[src/rtl/boid_fb_update_scheduler.sv]
// Per-frame boid framebuffer updater: erase every previous pixel, then plot every new one.
// Define FB_SCHED_TRAILS_EN to compile out the erase phase so boids leave trails.
module boid_fb_update_scheduler #(
  parameter int NUM_BOIDS = 16,
  parameter int IDX_W     = 4,
  parameter int ADDR_W    = 20,
  parameter int FB_WIDTH  = 320,
  parameter int FB_HEIGHT = 480
) (
  input  logic              clk,
  input  logic              reset,
  input  logic              frame_start,
  input  logic              vga_busy,
  output logic [IDX_W-1:0]  boid_idx,
  input  logic [9:0]        boid_x,
  input  logic [8:0]        boid_y,
  output logic              wr_en,
  output logic [ADDR_W-1:0] wr_addr,
  output logic              wr_data,
  output logic              busy,
  output logic              frame_done,
  output logic [7:0]        overrun_count
);
  localparam int IW = (NUM_BOIDS > 1) ? $clog2(NUM_BOIDS) : 1;

  typedef enum logic [2:0] {IDLE, ERASE, FETCH, PLOT, DONE} state_t;
  state_t state, state_nx;

  logic [IDX_W-1:0] idx, idx_nx;
  logic             fs_q, fs_edge;
  logic [NUM_BOIDS-1:0][ADDR_W-1:0] prev_addr;
  logic [NUM_BOIDS-1:0]             prev_valid;
  logic [IW-1:0]    sel;
  logic             last, in_range, plot_adv;
  logic [ADDR_W-1:0] addr;

  assign sel      = idx[IW-1:0];
  assign last     = (idx == IDX_W'(NUM_BOIDS - 1));
  assign fs_edge  = frame_start & ~fs_q;
  assign in_range = (32'(boid_x) < 32'(FB_WIDTH)) && (32'(boid_y) < 32'(FB_HEIGHT));
  assign addr     = ADDR_W'(32'(boid_x) + 32'(FB_WIDTH) * 32'(boid_y));
  // Off-screen boids never wait on the VGA reader: nothing to write.
  assign plot_adv = (state == PLOT) && (!in_range || !vga_busy);

  assign boid_idx   = idx;
  assign busy       = (state != IDLE);
  assign frame_done = (state == DONE);

  always_comb begin
    state_nx = state;
    idx_nx   = idx;
    wr_en    = 1'b0;
    wr_addr  = '0;
    wr_data  = 1'b0;
    case (state)
      IDLE: if (fs_edge) begin
        idx_nx = '0;
`ifdef FB_SCHED_TRAILS_EN
        state_nx = FETCH;
`else
        state_nx = ERASE;
`endif
      end
      ERASE: begin
`ifndef FB_SCHED_TRAILS_EN
        if (!prev_valid[sel] || !vga_busy) begin
          if (prev_valid[sel]) begin
            wr_en   = 1'b1;
            wr_addr = prev_addr[sel];
          end
          if (last) begin
            state_nx = FETCH;
            idx_nx   = '0;
          end else begin
            idx_nx = idx + 1'b1;
          end
        end
`else
        state_nx = FETCH;
        idx_nx   = '0;
`endif
      end
      FETCH: state_nx = PLOT;
      PLOT: if (plot_adv) begin
        if (in_range) begin
          wr_en   = 1'b1;
          wr_addr = addr;
          wr_data = 1'b1;
        end
        if (last) begin
          state_nx = DONE;
          idx_nx   = '0;
        end else begin
          state_nx = FETCH;
          idx_nx   = idx + 1'b1;
        end
      end
      DONE: state_nx = IDLE;
      default: state_nx = IDLE;
    endcase
  end

  always_ff @(posedge clk or posedge reset) begin
    if (reset) begin
      state         <= IDLE;
      idx           <= '0;
      fs_q          <= 1'b0;
      prev_valid    <= '0;
      overrun_count <= '0;
    end else begin
      state <= state_nx;
      idx   <= idx_nx;
      fs_q  <= frame_start;
      if (fs_edge && state != IDLE && overrun_count != 8'hFF)
        overrun_count <= overrun_count + 8'd1;
      if (plot_adv)
        prev_valid[sel] <= in_range;
    end
  end

  // Address store needs no reset: it is only read where prev_valid is set.
  always_ff @(posedge clk) begin
    if (plot_adv && in_range)
      prev_addr[sel] <= addr;
  end
endmodule

[config.mk]
export PLATFORM = sky130hd
export DESIGN_NAME = boid_fb_update_scheduler
export DESIGN_NICKNAME = d
export VERILOG_FILES = /design/src/rtl/boid_fb_update_scheduler.sv
export SDC_FILE = /design/constraint.sdc
export NUM_CORES = 1
export LEC_CHECK = 0
export ABC_AREA = 1
export CORE_MARGIN = 2
export CORE_UTILIZATION = 63
export DETAILED_ROUTE_END_ITERATION = 12
export DONT_BUFFER_PORTS = 1
export GPL_TIMING_DRIVEN = 0
export MAX_ROUTING_LAYER = met4
export PLACE_DENSITY = 0.79
export SYNTH_ARGS = -nofsm -noshare
export SYNTH_HDL_FRONTEND = slang
export SYNTH_SLANG_ARGS = --single-unit
[constraint.sdc]
create_clock -name clk -period 3.4 [get_ports clk]
set_input_delay 0.51 -clock clk [delete_from_list [all_inputs] [get_ports clk]]
set_output_delay 0.51 -clock clk [all_outputs]
set_load 0.005 [all_outputs]
After elaboration in Yosys (flattened, before gate mapping)
Index checks and enable logic that the tools add are counted.
Widths: inputs -> output; s select.
{"block": "totals", "ff_bits": 352, "inputBits": 23, "output_inout_bits": 36, "word_cells": 89}
{"block": "classes", "addsub": 3, "multipliers": 1, "n_lt_le_gt_ge": 4, "eq_ne": 10, "n_mux": 32, "bitwise_logic": 2, "n_reduce_logical": 16}
{"op": "$bwmux 320", "n": 1}
{"op": "$bmux 20 s4", "n": 1}
{"op": "$demux 20 s4", "n": 1}
{"op": "$mux 20", "n": 4}
{"op": "$pmux 20 s2", "n": 1}
{"op": "$mux 19", "n": 2}
{"op": "$add 10x18->19", "n": 1}
{"op": "$bwmux 16", "n": 1}
{"op": "$mux 4", "n": 4}
{"op": "$mux 3", "n": 5}
{"op": "$mul 3x9->12 const A", "n": 1}
{"op": "$pmux 3 s4", "n": 1}
{"op": "$pmux 4 s3", "n": 1}
{"op": "$lt 10x9->1 const B", "n": 1}
{"op": "$lt 9x9->1 const B", "n": 1}
{"op": "$add 8x1->8 const B", "n": 1}
{"op": "$ne 2x2->1 const B", "n": 4}
{"op": "$ne 8x8->1 const B", "n": 1}
{"op": "$reduce_and 4->1", "n": 2}
{"op": "$mux 1", "n": 7}
{"op": "$eq 3x2->1 const B", "n": 2}
{"op": "$logic_and 1x1->1", "n": 6}
{"op": "$reduce_bool 3->1", "n": 2}
{"op": "$lt 4x5->1 const B", "n": 1}
{"op": "13 further kinds", "n": 16}

Depth between registers and ports, before layout
{"block": "logic_depth", "depth_word": 7, "mapped_depth": 13, "ltp_nobuf": 13}

Least setup slack after synthesis
No wires, ideal clock.
{"block": "synth_timing", "path_kind": "input -> output", "startpoint": "in boid_y[1]", "endpoint": "out wr_addr[14]", "arrival_ps": 2765, "required_ps": 2890, "path_slack_ps": 125, "cell_stages": 10, "n_path_buf": 0, "path_cell_list": "ha_1 -> ha_1 -> fa_1 -> xnor2_1 -> nor2_1 -> nand3_1 -> nor2_1 -> xor2_1 -> nand2_1 -> nand2_1"}
{"item": "start: declaration", "line": "16", "source": "input logic [8:0] boid_y,"}
{"item": "$mul 3x9->12", "line": "41", "source": "assign addr = ADDR_W'(32'(boid_x) + 32'(FB_WIDTH) * 32'(boid_y));"}
{"item": "$add 10x18->19", "line": "41"}
{"item": "net addr[14]", "line": "35", "source": "logic [ADDR_W-1:0] addr;"}
{"item": "$mux 19", "line": "85", "source": "if (in_range) begin"}
{"item": "$mux 19", "line": "84", "source": "PLOT: if (plot_adv) begin"}
{"item": "$pmux 20 s2", "line": "55", "source": "case (state)"}
{"item": "end: declaration", "line": "18", "source": "output logic [ADDR_W-1:0] wr_addr,"}
The timed path passes the listed nets, and every way through them passes these cells.

Worst setup path in the final report
{"block": "layout_timing", "startpoint": "reg idx[0], in the netlist boid_idx[0]", "endpoint": "out wr_addr[8]"}
{"block": "layout_via", "elab_chain_len": 6}
{"item": "start: declaration", "line": "29", "source": "logic [IDX_W-1:0] idx, idx_nx;"}
{"item": "start signal: assignment", "line": "112", "source": "idx <= idx_nx;"}
{"item": "$bmux 1 s4", "line": "66, 67"}
{"item": "$mux 1 (implied by the code)", "line": "66, 67"}
{"item": "$logic_not 1->1", "line": "66", "source": "if (!prev_valid[sel] || !vga_busy) begin"}
{"item": "$logic_or 1x1->1", "line": "66"}
{"item": "$mux 20 *", "line": "66"}
{"item": "$pmux 20 s2 *", "line": "55"}
Every way passes the cells marked *; elsewhere a longest branch is shown, timed or not. The select of a mux whose other input is x is not followed.

==> results.md <==
- Root Driver: clkbuf_16
- Gr usage total: 0.331
- Unique masters post-synth: 34
- Synth warn: 0
- Area delta synth->final: 11.4%
- Peak VDD IR: 0.406 mV
- DR vias: 10501
- Crit path time final: 3.31 ns
- Sequential element share of the synthesized area: 0.688
- CP max FO: 10
- Initial antenna violation count: 0
- M1 GR Usage: 0.425
- Status: finished with violations
- Static leakage: 5.93 nW
- Max Clock Freq: 0.302 GHz
- Share of cells above drive strength 1: 0.0832
- Number of top-level pins: 59
- Fin area: 16100 µm²
- WP data arrival: 2.80 ns
- FP Rows: 55
- Setup WS post-layout: 0.0923 ns
- DRT Pass-1 Iters: 6
- Antenna violation net count after detailed routing: 0
- CTS Buffer Depth: 3
- PortBufs: 0
- DR vias/cell: 6.39
- Starting Density: 0.640
- Slew margin rel.: 0.249
- CP Capture Type: primary output
- DP HPWL: 24.1 mm
- Yosys reg bits: 336
- Detailed Route Iter0 Violations: 1448
- Die span in y: 155 µm
- Syn_area_per_cell: 11.3 µm²
- Number of global-route vias before repair: 10059
- Post-Syn Area: 14400 µm²
- Layout Nets: 1386
- Clock skew: 0.0230 ns
- CP required: 2.89 ns
- Worst Hold Class: input pin to async pin
- Placed cell areas: 14900 µm²
- PD cells: 798 nW/µm²
- Total power: 12.8 mW
- RSZ-0062 raised after global routing: false
- Pre-CTS setup slack: -0.609 ns
- Largest net degree at the start of global routing: 33
- WL/cell: 23.6 µm
- Max cap viols: 0
- Crit path launch type: flop
- CTS tree: yes
- Setup violations, final: 0
- Overflow after GRT: 0
- Failing checks: negative hold slack
- Post-Syn Instances: 1278
- Sinks on the clock net: 336
- Met2 Track Usage GR: 0.511
- Layout Utilization: 0.713
- Min Hold Slack: -0.0217 ns
- DIE WIDTH: 155 µm
- Most Crowded Layer GR: met2
- First-pass GRT wire length: 57.4 mm
- Cts bufs inserted: 34
- M3 GR Usage: 0.0727
- H-tree levels: 2
- Number of non-filler instances in the completed layout: 1644
- Slew Viols, Final: 0
- Final period utilization: 0.973
- CORE AREA: 22600 µm²
- Critical path type: flop to primary output
- DRC viols: 0
- GP Congestion: 0.948
- Clock slew at reported path FFs: 0.06 ns
- Insertion delay to the later sink of the worst-skew pair: 0.53 ns
- Setup TNS: 0 ns
- DRT Wirelength: 38.8 mm
- Final hold violations: 14
- Slew @ Worst Pin: 1.13 ns
- Die Area: 24100 µm²
- Placed cells: 1580
==> cells by family (layout without fill, tap and decap cells) <==
group	count (synthesis)	count (layout)	synth area share
buffers and inverters	136	200	0.0389
other	1	18	0.000260
xor gates and xnor gates	16	16	0.00970
AOI/OAI and AO/OA	262	262	0.0982
muxes	2	2	0.00156
adders and majority gates	25	25	0.0227
and+or+nand+nor	500	500	0.141
DFF	336	336	0.688
==> layout make-up <==
class | instances | area (µm²)
inverter | 71 | 297
fill | 1491 | 6480
multi-input combinational | 822 | 4080
clock buffer | 45 | 892
tap | 285 | 357
sequential | 336 | 9930
buffer | 65 | 314
clock inverter | 11 | 120
timing repair buffer | 8 | 100
antenna | 1 | 2.50
==> critical path: stages, from the launching register on <==
cell,delay (ns)
dfrtp_1,0.51
inv_2,0.17
buf_4,0.23
nor2_1,0.06
o21ai_1,0.14
nand2_1,0.09
nand2_2,0.11
nor2_2,0.06
nor3_4,0.50
buf_6,0.22
nand2_1,0.06
nand2_1,0.13
==> sequential cells by signal (all words and copies together) (netlist names) <==
register	flops
prev_addr	304
prev_valid	16
overrun_count	8
boid_idx	4
state	3
fs_q	1
==> per-layer routing <==
layer | routed length [µm] | share of wire | up-vias
met4 | 1640 | 0.042 | 0
li1 | - | - | 4617
met2 | 18400 | 0.47 | 826
met1 | 13900 | 0.36 | 4925
met3 | 4880 | 0.13 | 133
met5 | 0 | 0 | -
==> cells in the final DEF, fill, tap and decap left out, types with 4 or more instances in the layout <==
| cell type | instances |
|---|---|
| inv_2 | 7 |
| nand2_1 | 237 |
| o21ai_1 | 13 |
| buf_2 | 14 |
| edfxtp_1 | 304 |
| xor2_1 | 8 |
| xnor2_1 | 5 |
| o21ai_0 | 162 |
| nand4_1 | 24 |
| ha_1 | 23 |
| o22ai_1 | 77 |
| clkbuf_2 | 6 |
| buf_4 | 10 |
| clkinvlp_4 | 8 |
| nor3_1 | 8 |
| nor2_1 | 174 |
| nand3_1 | 39 |
| dfrtp_1 | 32 |
| clkbuf_4 | 4 |
| conb_1 | 17 |
| clkbuf_16 | 34 |
| a21oi_1 | 7 |
| nor2_2 | 5 |
| clkbuf_1 | 43 |
| inv_1 | 56 |
==> synth_stat cells, drive strengths merged <==
library cell	instances	share of area
and2	2	0.00087
xor2	11	0.0067
o211ai	1	0.00052
fa	2	0.0028
nand3b	2	0.0010
a21oi	7	0.0024
ha	23	0.020
nand2	240	0.063
mux2	2	0.0016
nand4	24	0.010
conb	1	0.00026
nor2	182	0.048
edfxtp	304	0.63
o21ai	176	0.061
o22ai	77	0.033
inv	71	0.018
nor4	1	0.00043
and3	1	0.00043
o2111ai	1	0.00061
xnor2	5	0.0030
nor3	9	0.0039
clkbuf	38	0.0099
nand3	39	0.014
dfrtp	32	0.055
buf	27	0.011
==> where the power goes <==
part           switching [mW]  total (mW)  internal [mW]
registers               0.143        4.97           4.83
clock network            1.50        3.50           2.00
logic                    3.16        4.37           1.21
total                    4.80        12.8           8.03
==> repair_timing <==
action | in CTS | in global routing
gates resized for setup | 12 | 20
cloned | 0 | 0
hold buffers | 0 | 0
pin swaps | 0 | 0
buffers inserted | 0 | 6
setup endpoints to repair | 139 | 119
==> path summary, 6_finish.rpt <==
path	start	cells after the start	slack [ns]	to
worst max-delay path	boid_idx[0]$_DFFE_PP0P_	11	0.09	wr_addr[8]
worst min-delay path	reset	1	-0.02	overrun_count[7]$_DFFE_PP0P_
worst max register to register	boid_idx[0]$_DFFE_PP0P_	9	0.12	prev_addr[10]$_DFFE_PP_
worst min register to register	prev_valid[1]$_DFFE_PP0P_	2	0.50	prev_valid[1]$_DFFE_PP0P_
max in group asynchronous	reset	2	2.90	prev_valid[0]$_DFFE_PP0P_
min in group clk	frame_start	0	0.03	fs_q$_DFF_PP0_
Note: power is estimated with default switching activity, not from simulation.
